==> src/rtl/midi_pkg.sv <==
// Shared MIDI types and constants for the transmit path, the sequencer and benches.
package midi_pkg;

    localparam int MIDI_BAUD  = 31250;
    localparam int FRAME_BITS = 10;

    typedef enum logic [1:0] {
        IDLE,
        START,
        DATA,
        STOP
    } tx_state_t;

    localparam logic [7:0] NOTE_OFF    = 8'h80;
    localparam logic [7:0] NOTE_ON     = 8'h90;
    localparam logic [7:0] CTRL_CHANGE = 8'hB0;

endpackage

==> src/rtl/midi_uart_tx_if.sv <==
// Byte handshake between the MIDI message sequencer and the UART transmitter.
interface midi_uart_tx_if;

    // A byte transfers on a rising clk edge where tx_valid && tx_ready. The master
    // holds tx_data stable while tx_valid is high; tx_ready never depends on tx_valid.
    logic [7:0] tx_data;
    logic       tx_valid;
    logic       tx_ready;

    modport master (output tx_data, output tx_valid, input tx_ready);
    modport slave  (input tx_data, input tx_valid, output tx_ready);

endinterface

==> src/rtl/midi_uart_tx_bit_timer.sv <==
// Down-counting bit-period timer: reload on load, one-cycle done pulse at zero.
module bit_timer #(
    parameter int CLKS_PER_BIT = 1600
) (
    input  logic clk,
    input  logic reset,
    input  logic load,
    output logic done
);

    localparam int              TW     = $clog2(CLKS_PER_BIT);
    localparam logic [TW-1:0]   RELOAD = TW'(CLKS_PER_BIT - 1);

    logic [TW-1:0] count;
    logic          running;

    // Stops at zero unless reloaded, so an idle transmitter never wraps.
    always_ff @(posedge clk or posedge reset) begin
        if (reset) begin
            count   <= '0;
            running <= 1'b0;
        end else if (load) begin
            count   <= RELOAD;
            running <= 1'b1;
        end else if (running) begin
            if (count == '0) begin
                running <= 1'b0;
            end else begin
                count <= count - 1'b1;
            end
        end
    end

    assign done = running && (count == '0);

endmodule

==> src/rtl/midi_uart_tx.sv <==
// MIDI OUT serializer: 8N1 frames at BAUD_RATE, bytes taken over a valid/ready handshake.
module midi_uart_tx
    import midi_pkg::*;
#(
    parameter int CLK_FREQ_HZ = 50_000_000,
    parameter int BAUD_RATE   = MIDI_BAUD
) (
    input  logic            clk,
    input  logic            reset,
    midi_uart_tx_if.slave   tx,
    output logic            tx_out,
    output logic            busy,
    output tx_state_t       state_dbg
);

    localparam int CLKS_PER_BIT = CLK_FREQ_HZ / BAUD_RATE;

    generate
        if (CLKS_PER_BIT < 2) begin : g_bad_rate
            $error("midi_uart_tx: CLKS_PER_BIT must be at least 2");
        end
    endgenerate

    tx_state_t  state, state_n;
    logic [7:0] shift, shift_n;
    logic [2:0] bit_idx, bit_idx_n;
    logic       tx_out_n;
    logic       ready_q, ready_n;
    logic       busy_n;
    logic       timer_load;
    logic       bit_done;

    bit_timer #(.CLKS_PER_BIT(CLKS_PER_BIT)) u_timer (
        .clk   (clk),
        .reset (reset),
        .load  (timer_load),
        .done  (bit_done)
    );

    always_ff @(posedge clk or posedge reset) begin
        if (reset) begin
            state   <= IDLE;
            shift   <= '0;
            bit_idx <= '0;
            tx_out  <= 1'b1;
            ready_q <= 1'b1;
            busy    <= 1'b0;
        end else begin
            state   <= state_n;
            shift   <= shift_n;
            bit_idx <= bit_idx_n;
            tx_out  <= tx_out_n;
            ready_q <= ready_n;
            busy    <= busy_n;
        end
    end

    // Every output is registered, so each branch computes the next line level directly.
    always_comb begin
        state_n    = state;
        shift_n    = shift;
        bit_idx_n  = bit_idx;
        tx_out_n   = tx_out;
        ready_n    = ready_q;
        busy_n     = busy;
        timer_load = 1'b0;
        case (state)
            IDLE: begin
                if (tx.tx_valid && ready_q) begin
                    shift_n    = tx.tx_data;
                    state_n    = START;
                    timer_load = 1'b1;
                    tx_out_n   = 1'b0;
                    ready_n    = 1'b0;
                    busy_n     = 1'b1;
                end
            end
            START: begin
                if (bit_done) begin
                    state_n    = DATA;
                    bit_idx_n  = 3'd0;
                    tx_out_n   = shift[0];
                    timer_load = 1'b1;
                end
            end
            DATA: begin
                if (bit_done) begin
                    timer_load = 1'b1;
                    if (bit_idx == 3'd7) begin
                        state_n  = STOP;
                        tx_out_n = 1'b1;
                    end else begin
                        shift_n   = shift >> 1;
                        tx_out_n  = shift[1];
                        bit_idx_n = bit_idx + 3'd1;
                    end
                end
            end
            STOP: begin
                if (bit_done) begin
                    state_n = IDLE;
                    ready_n = 1'b1;
                    busy_n  = 1'b0;
                end
            end
            default: state_n = IDLE;
        endcase
    end

    assign tx.tx_ready = ready_q;
    assign state_dbg   = state;

endmodule

==> src/flat_wrapper.sv <==
// flat-port wrapper written by rule: the top's interface ports become plain ports
module midi_uart_tx_flat import midi_pkg::*;
#(
    parameter int CLK_FREQ_HZ = 50_000_000,
    parameter int BAUD_RATE   = MIDI_BAUD
)
  (clk, reset, tx_out, busy, state_dbg, tx_tx_data, tx_tx_valid, tx_tx_ready);
  midi_uart_tx_if tx_i ();
  input  logic clk;
  input  logic reset;
  output logic tx_out;
  output logic busy;
  output tx_state_t state_dbg;
  input wire logic [$bits(tx_i.tx_data)-1:0] tx_tx_data;
  input wire logic [$bits(tx_i.tx_valid)-1:0] tx_tx_valid;
  output wire logic [$bits(tx_i.tx_ready)-1:0] tx_tx_ready;
  assign tx_i.tx_data = tx_tx_data;
  assign tx_i.tx_valid = tx_tx_valid;
  assign tx_tx_ready = tx_i.tx_ready;
  midi_uart_tx #(.CLK_FREQ_HZ(CLK_FREQ_HZ), .BAUD_RATE(BAUD_RATE)) u_core (.clk(clk), .reset(reset), .tx(tx_i), .tx_out(tx_out), .busy(busy), .state_dbg(state_dbg));
endmodule
==> config.mk <==
export PLATFORM = sky130hd
export DESIGN_NAME = midi_uart_tx_flat
export DESIGN_NICKNAME = d
export VERILOG_FILES = /design/src/rtl/midi_pkg.sv /design/src/rtl/midi_uart_tx_if.sv /design/src/rtl/midi_uart_tx_bit_timer.sv /design/src/rtl/midi_uart_tx.sv /design/src/flat_wrapper.sv
export SDC_FILE = /design/constraint.sdc
export NUM_CORES = 1
export LEC_CHECK = 0
export CAP_MARGIN = 40
export CORE_MARGIN = 8
export CORE_UTILIZATION = 35
export DETAILED_ROUTE_END_ITERATION = 16
export PLACE_DENSITY = 0.61
export SETUP_SLACK_MARGIN = 0.5
export SYNTH_ARGS = -nofsm -noshare
export SYNTH_HDL_FRONTEND = slang
export SYNTH_SLANG_ARGS = --single-unit
export TNS_END_PERCENT = 1
==> constraint.sdc <==
create_clock -name clk -period 2.1 [get_ports clk]
set_input_delay 0.525 -clock clk [delete_from_list [all_inputs] [get_ports clk]]
set_output_delay 0.525 -clock clk [all_outputs]
set_load 0.05 [all_outputs]
* Word level (Yosys, flattened, before mapping)
Index checks and enable logic that the tools add are counted.
** Cells by class
- Multiplexer cells :: 33
- Add/subtract/negate cells :: 2
- Reductions and logical operators :: 16
- Equal/unequal tests :: 11
** Operator list (count)
- 11-bit 2-to-1 mux :: 3
- 8-bit 2-to-1 mux :: 3
- 8-bit one-hot mux with 2 select lines :: 1
- 1-bit 2-to-1 mux :: 12
- 2-bit by 1-bit inequality test with 1-bit output (second input constant) :: 6
- 4-bit AND reduction :: 3
- 11-bit zero test :: 1
- 11-bit by 1-bit subtractor with 11-bit output (second input constant) :: 1
- 2-bit 2-to-1 mux :: 5
- 3-bit 2-to-1 mux :: 3
- 2-bit one-hot mux with 4 select lines :: 1
- 2-bit nonzero test :: 4
- 1-bit one-hot mux with 2 select lines :: 3
- 3-bit one-hot mux with 2 select lines :: 1
- 5-bit AND reduction :: 1
- 2-bit == test (second input constant) :: 2
- 3-bit by 1-bit adder with 3-bit output (second input constant) :: 1
- 3-bit == test (second input constant) :: 1
- 1-bit one-hot mux with 3 select lines :: 1
- 3-bit AND reduction :: 1
- 3-bit nonzero test :: 1
- 2-bit by 1-bit == test with 1-bit output (second input constant) :: 1
- 1-bit logical AND :: 2
- 2-bit zero test :: 1
- 3 further kinds :: 3
** Word-level totals
- Flip-flop bits (word level) :: 28
- Logic and storage cells :: 70
- Input bits :: 11
- Output and inout port bits :: 5

* Longest topological paths before layout
Gate-level depths: netlist (run 1).
- Depth after elaboration :: 6
- Mapped depth :: 8
- Gate-level depth less buffers :: 6

* Modules after synthesis
From an unflattened synthesis (run 1), not the netlist that was laid out.
** Second synthesis, totals
- Cells, all modules :: 150
- Area, all modules :: 1615.3 µm²
** Modules (own cells, without submodules)
- midi_uart_tx :: instances 1, area an instance 959.7 µm², sequential area each 402.9 µm², cells an instance 83
- bit_timer :: instances 1, area an instance 655.6 µm², sequential area each 300.3 µm², cells an instance 67

* Worst setup path before layout (run 1)
OpenSTA, ideal clock, no wires.
- Path kind :: register to register
- From :: reg u_core.state[0] (netlist: u_core.state_dbg[0])
- To :: reg u_core.shift[5]
- Cell stages (with the launch flop) :: 7
- Path slack :: 20 ps
- Data arrival time :: 1957 ps
- Library setup time :: 123 ps
- Buffers on the path :: 0
- Clock period less this slack :: 2080 ps
- Required time :: 1977 ps
- Path through :: dfrtp_1 > inv_1 > ha_1 > a21boi_1 > nor2_1 > nand2_1 > o221a_1
** On the way
- Longest elaborated chain between the ends :: 3
- Elaborated cells between the ends (all ways) :: 8
- Classes of those cells :: 4 x eq/ne; 1 x mux; 3 x reduce/logical
** RTL lines
- from (decl) :: line midi_uart_tx.sv:24 : tx_state_t state, state_n;
- from (signal assigned) :: line midi_uart_tx.sv:49 : state <= state_n;
- 2-bit == test or 2-bit zero test (tied branches) :: line midi_uart_tx.sv:67 : case (state)
- 2-bit by 1-bit inequality test with 1-bit output (no source line), or another cell as far along
- 4-bit AND reduction (no source line)
- to (signal assigned) :: line midi_uart_tx.sv:50 : shift <= shift_n;
- to (decl) :: line midi_uart_tx.sv:25 : logic [7:0] shift, shift_n;
Several ways; a longest one is shown, not always the timed one.
A chain may end at the register's enable or synchronous reset.

* Worst setup path after layout (run 1)
- From :: reg u_core.u_timer.count[7]
- To :: reg u_core.u_timer.count[0]
** On the way
- Longest elaborated chain between the ends :: 6
- Elaborated cells between the ends (all ways) :: 8
- Classes of those cells :: 1 x eq/ne; 3 x mux; 4 x reduce/logical
** RTL lines
- from (decl) :: line midi_uart_tx_bit_timer.sv:14 : logic [TW-1:0] count;
- from (signal assigned) :: line midi_uart_tx_bit_timer.sv:29 : count <= count - 1'b1;
- 11-bit zero test (*) :: line midi_uart_tx_bit_timer.sv:26, midi_uart_tx_bit_timer.sv:34
- 1-bit logical AND :: line midi_uart_tx_bit_timer.sv:34 : assign done = running && (count == '0);
- 1-bit 2-to-1 mux :: line midi_uart_tx.sv:79, midi_uart_tx.sv:87
- 1-bit one-hot mux with 2 select lines :: line midi_uart_tx.sv:67
- 2-bit by 1-bit inequality test with 1-bit output (no source line) or 2-bit nonzero test (tied branches)
- 2-bit AND reduction (no source line)
Mark *: on every way between the ends. The rest lies on a longest branch, timed or not.

==> results_dict.tcl, run 1 <==
set metrics [dict create \
    status "complete, no violations" \
    yosys_warnings 0 \
    nets 214 \
    viasPerCell 5.773 \
    peakVddDrop_mv 0.1990 \
    ys.flop_type "dfrtp_1" \
    drt-pass1-iter-count 4 \
    crit_type "register to register" \
    instances_no_fill 247 \
    track_usage 0.1112 \
    setup_tns_ns 0 \
    port_buffers 15 \
    core.rowCount 25 \
    yosys.area.top_type_share 0.3835 \
    grt_max_degree 29 \
    fp.coreArea_um2 4692 \
    final_cell_area_um2 2066 \
    yosysUniqueCellTypes 54 \
    hold_ws_ns 0.5432 \
    wl_per_cell_um 15.60 \
    clock-root-buffer "clkbuf_8" \
    cts_tree "yes" \
    cp_data_arrival_time_ns 2.14 \
    drive_above_1_share 0.2332 \
    cts.sinks 28 \
    whs_path_depth 1 \
    timing.rr.start "u_core.u_timer.count[7]" \
    clk_path_buf_depth 2 \
    finClkSkew_ns 0.006003 \
    dieHeight_um 85.63 \
    register_area_um2 705.7 \
    cts_htree_levels 1 \
    rsz0062_at_grt "yes" \
    worst_pin_slew_ns 0.4870 \
    ios 16 \
    antenna_found_initial 0 \
    synthArstFlopShare 1.000 \
    yosysTopAreaCell "dfrtp_1" \
    max_freq_mhz 506.2 \
    hold_viol 0 \
    crit_path_start "u_core.u_timer.count[7]" \
    clk_pin_slew_ns 0.10 \
    multi_input_comb_area_um2 978.4 \
    period_needed_ns 1.976 \
    ys_seq_area_frac 0.4145 \
    drc 0 \
    fillers 447 \
    start_util 0.3616 \
    syn-cell-area_um2 1697 \
    synth_area_leaders "dfrtp_1 38%, ha_1 6.6%, nor2_1 4.9%" \
    powerDensity_nw_per_um2 428.4 \
    hp-class "register to register" \
    cts_hold_buffers 0 \
    grt_overflow 0 \
    end_kind "register" \
    hold_path_end "u_core.bit_idx[2]" \
    rr_endpoint "u_core.u_timer.count[0]" \
    period_share 0.9408 \
    drt_wl_total_mm 3.854 \
    placed_cells 240 \
    drtIter0Drc 100 \
    gp_congestion 0.8523 \
    r2r_setup_slack_ns 0.12 \
    min_from "u_core.bit_idx[2]" \
    die_x_um 85.63 \
    hpwl_mm 2.758 \
    cts_made_buffers 3 \
    maxSlewHeadroom 0.6766 \
    num_vias 1426 \
    synth_edf_count 0 \
    required_ns 2.27 \
    start_kind "register" \
    syn_nets 186 \
    clk_latency_ns 0.28 \
    antenna_left 0 \
    ys_seq_elements 28 \
    cap_violations 0 \
    grt_pass1_wl_mm 6.734 \
    finalSetupViolCount 0 \
    r2r_cells 5 \
    design.die.area_um2 7332 \
    grt_pass1_vias 1405 \
    synth.avg_cell_area_um2 10.22 \
    synth_cells 166 \
    slew_viol_final 0 \
    dpl_cell_area_um2 1989 \
    leakagePower_nw 0.8993 \
    syn_to_final_growth_pct 21.76 \
    critPathMaxFanout 5 \
    diodes 0 \
]
## cell usage in the layout (no fill, tap or decap), types with 2 or more instances in the layout
master            n
a211o_1           3
a211oi_2          4
a21oi_1           3
a221oi_1          5
a22oi_1           2
and3_1            2
buf_4            14
clkbuf_8          3
clkdlybuf4s50_1  10
dfrtp_1          24
dfrtp_2           2
dfstp_2           2
dlygate4sd2_1     3
ha_1              8
inv_1             4
inv_2             2
mux2_2            2
mux2i_1           3
nand2_1          14
nand3_1           5
nor2_1           22
nor3_2            2
nor4b_4           2
o211ai_1          5
o21ai_0           4
o21ai_1           2
o221a_1           2
o2bb2ai_1         3
or3_1             3
or4_1             2
## synthesized netlist by cell type (2+ instances only)
| cell | count |
|---|---|
| dfrtp_1 | 26 |
| inv_1 | 6 |
| ha_1 | 9 |
| a211oi_2 | 4 |
| nor4b_2 | 2 |
| buf_2 | 2 |
| o2bb2ai_1 | 3 |
| nand3_1 | 5 |
| a22oi_1 | 2 |
| clkbuf_1 | 2 |
| and3_1 | 2 |
| o211ai_1 | 5 |
| nand2_1 | 15 |
| or4_1 | 2 |
| dfstp_2 | 2 |
| o21ai_0 | 4 |
| a211o_1 | 3 |
| a21oi_1 | 4 |
| a221oi_1 | 5 |
| mux2_2 | 2 |
| mux2i_1 | 3 |
| or3_1 | 3 |
| o221a_1 | 2 |
| o21ai_1 | 2 |
| nor2_1 | 22 |
## layer usage
layer  vias to the layer above  share of wire  GRT usage
met2                        37           0.47     0.1742
met3                         5          0.046    0.01910
met5                         -              0          0
li1                        682              -          -
met1                       702           0.47     0.1463
met4                         0          0.018    0.04777
## flip-flops by register name (all words and copies together) (netlist names)
signal	cells
u_core.u_timer.count	11
u_core.tx_out	1
u_core.shift	8
u_core.tx.tx_ready	1
u_core.state_dbg	2
u_core.u_timer.running	1
u_core.busy	1
u_core.bit_idx	3
## critical path, cell delays in order (launching register included)
cell,delay [ns]
dfrtp_1,0.44
or4_1,0.61
buf_4,0.20
o41ai_4,0.38
xnor2_1,0.16
nand2_1,0.06
## metrics by stage
step	total power, W	utilization	worst slack [ns]
finish	0.0008850	0.4403	0.1243
global route	0.0009145	0.4403	0.04847
CTS	0.0008851	0.4384	0.1293
detailed placement	0.0005832	0.4240	0.04960
global placement	0.0005829	0.4240	0.07630
floorplan	0.0005579	-	0.09027
## worst max path at each step
| stage | cells after the start | to | slack, ns |
|---|---|---|---|
| after floorplan | 8 | u_core.shift[6] | 0.09 |
| after global placement | 6 | u_core.shift[2] | 0.08 |
| after detailed placement | 4 | u_core.shift[6] | 0.05 |
| after CTS | 5 | u_core.u_timer.count[0] | 0.13 |
| after global routing | 5 | u_core.u_timer.count[0] | 0.05 |
| final | 5 | u_core.u_timer.count[0] | 0.12 |
## timing repair
item                       CTS  global route
buffers inserted             2             0
gates resized for setup      5             2
cloned                       1             0
setup endpoints to repair   32            32
pin swaps                    1             0
## area by class of cell
class | instances | share of cell area
Clock buffer | 4 | 0.02180
Inverter | 7 | 0.01272
Multi-Input combinational cell | 126 | 0.4737
Sequential cell | 28 | 0.3416
Tap cell | 54 | 0.03271
Timing Repair Buffer | 28 | 0.1175
## logic make-up (layout without fill, tap and decap cells)
group           Yosys count  after routing  synth area share
simple gates             65             65            0.2220
compound gates           45             45            0.2235
flops                    28             28            0.4145
buf+inv                  12             39           0.03245
fa+ha+maj                 9              9           0.06637
mux                       5              5           0.03097
xor+xnor                  2              2           0.01033
## where the power goes
group          internal, W  switching (W)  total [W]
clock             0.000136       0.000177   0.000313
combinational    0.0000178      0.0000152  0.0000330
sequential        0.000539              0   0.000539
(Power assumes the default switching activity.)
==> inputs of run 2 (changes only) <==
--- a/config.mk
+++ b/config.mk
@@ -9,6 +9,7 @@
 export CORE_MARGIN = 8
 export CORE_UTILIZATION = 35
 export DETAILED_ROUTE_END_ITERATION = 16
+export MAX_ROUTING_LAYER = met4
 export PLACE_DENSITY = 0.61
 export SETUP_SLACK_MARGIN = 0.5
 export SYNTH_ARGS = -nofsm -noshare
==> run 2 against run 1 <==
  * Clock power about the same
  * Power about the same
  * Cell count unchanged
  * Register-to-register slack about the same
  * Worst hold slack about the same
  * Worst setup slack about the same
  * Design area unchanged
  * Sequential power about the same
  * Fmax about the same
  * Routed wire length about the same
  * Via count decreased by 0.42%
  * Critical path depth unchanged
==> results_dict.tcl, run 2 (synthesized netlist as in run 1, its figures left out) <==
set metrics [dict create \
    start_kind "register" \
    clk_pin_slew_ns 0.10 \
    powerDensity_nw_per_um2 428.5 \
    start_util 0.3616 \
    largest-register "u_core.u_timer.count" \
    hpwl_mm 2.758 \
    drive_above_1_share 0.2332 \
    cts_hold_buffers 0 \
    top_regs "u_core.u_timer.count (11), u_core.shift (8), u_core.bit_idx (3)" \
    maxSlewHeadroom 0.6766 \
    antenna_left 0 \
    design.die.area_um2 7332 \
    setup_tns_ns 0 \
    period_share 0.9408 \
    layout_commonest_cell "dfrtp_1" \
    cts_htree_levels 1 \
    final_cell_area_um2 2066 \
    drtIter0Drc 96 \
    clk_path_buf_depth 2 \
    port_buffers 15 \
    grt_max_degree 29 \
    end_kind "register" \
    hp-class "register to register" \
    grt_pass1_vias 1413 \
    leakagePower_nw 0.8993 \
    timing.rr.start "u_core.u_timer.count[7]" \
    num_vias 1420 \
    finalSetupViolCount 0 \
    cts_made_buffers 3 \
    drt-pass1-iter-count 4 \
    worst_pin_slew_ns 0.4870 \
    r2r_setup_slack_ns 0.12 \
    cts.sinks 28 \
    cp_data_arrival_time_ns 2.14 \
    r2r_cells 5 \
    rsz0062_at_grt "yes" \
    peakVddDrop_mv 0.1990 \
    wl_per_cell_um 15.59 \
    fp.coreArea_um2 4692 \
    core.rowCount 25 \
    syn_to_final_growth_pct 21.76 \
    period_needed_ns 1.976 \
    final_cell_mix "24 x dfrtp_1, 22 x nor2_1, 14 x nand2_1, 14 x buf_4, 10 x clkdlybuf4s50_1" \
    dpl_cell_area_um2 1989 \
    finClkSkew_ns 0.005792 \
    min_from "u_core.bit_idx[2]" \
    whs_path_depth 1 \
    cap_violations 0 \
    drt_wl_total_mm 3.851 \
    fillers 447 \
    hold_viol 0 \
    clock-root-buffer "clkbuf_8" \
    max_freq_mhz 506.1 \
    dieHeight_um 85.63 \
    gp_congestion 0.8658 \
    die_x_um 85.63 \
    register_area_um2 705.7 \
    nets 214 \
    slew_viol_final 0 \
    largest_reg_flops 11 \
    viasPerCell 5.749 \
    antenna_found_initial 0 \
    track_usage 0.1139 \
    hold_path_end "u_core.bit_idx[2]" \
    critPathMaxFanout 5 \
    grt_pass1_wl_mm 6.713 \
    ios 16 \
    multi_input_comb_area_um2 978.4 \
    drc 0 \
    clk_latency_ns 0.28 \
    required_ns 2.27 \
    status "complete, no violations" \
    cts_tree "yes" \
    crit_type "register to register" \
    grt_overflow 0 \
    rr_endpoint "u_core.u_timer.count[0]" \
    diodes 0 \
]
==> run 2: cell counts in the layout (fill, tap and decap cells not counted) <==
Identical to the previous run, type by type.
==> run 2: metal layers <==
layer | global-route usage | vias to the layer above | routed length (um)
li1 | - | 680 | -
met1 | 0.1468 | 704 | 1834
met2 | 0.1749 | 31 | 1805
met3 | 0.01528 | 5 | 141
met4 | 0.04777 | 0 | 69
met5 | - | - | 0
==> run 2: through the flow <==
step           hold slack [ns]  cells  power (W)  setup slack (ns)  utilization
2_1_floorplan           0.4818    166  0.0005579           0.09027            -
3_3_place_gp            0.5006    240  0.0005829           0.07630       0.4240
3_5_place_dp            0.5123    240  0.0005832           0.04960       0.4240
4_1_cts                 0.5371    247  0.0008851            0.1293       0.4384
5_1_grt                 0.5738    247  0.0009145           0.04847       0.4403
6_report                0.5427    247  0.0008851            0.1242       0.4403
==> run 2: how the worst max path moves through the flow <==
stage	endpoint	startpoint	cells past startpoint	slack (ns)
finish	u_core.u_timer.count[0]	u_core.u_timer.count[7]	5	0.12
global route	u_core.u_timer.count[0]	u_core.u_timer.count[5]	5	0.05
CTS	u_core.u_timer.count[0]	u_core.u_timer.count[7]	5	0.13
detailed placement	u_core.shift[6]	tx_tx_valid	4	0.05
global placement	u_core.shift[2]	tx_tx_valid	6	0.08
floorplan	u_core.shift[6]	u_core.u_timer.count[1]	8	0.09
==> run 2: report_power, final <==
| part | switching (W) | total (W) | internal (W) |
|---|---|---|---|
| clock | 0.000177 | 0.000313 | 0.000136 |
| sequential | 0 | 0.000539 | 0.000539 |
| combinational | 0.0000151 | 0.0000329 | 0.0000178 |
| total | 0.000192 | 0.000885 | 0.000693 |
==> run 2: repair_timing <==
action	in CTS	in global routing
resized for setup	5	2
endpoints found under the setup margin	32	32
gates cloned	1	0
buffers inserted	2	0
pin swaps	1	0
==> run 2: area by class of cell <==
type                       instances  area share
clock buffer                       4     0.02180
sequential                        28      0.3416
inverter                           7     0.01272
multi-input combinational        126      0.4737
timing repair buffer              28      0.1175
tap                               54     0.03271
==> run 2: critical path, stage by stage, from the launching register on <==
cell and delay, ns:
dfrtp_1 0.44, or4_1 0.61, buf_4 0.20, o41ai_4 0.38, xnor2_1 0.16, nand2_1 0.06
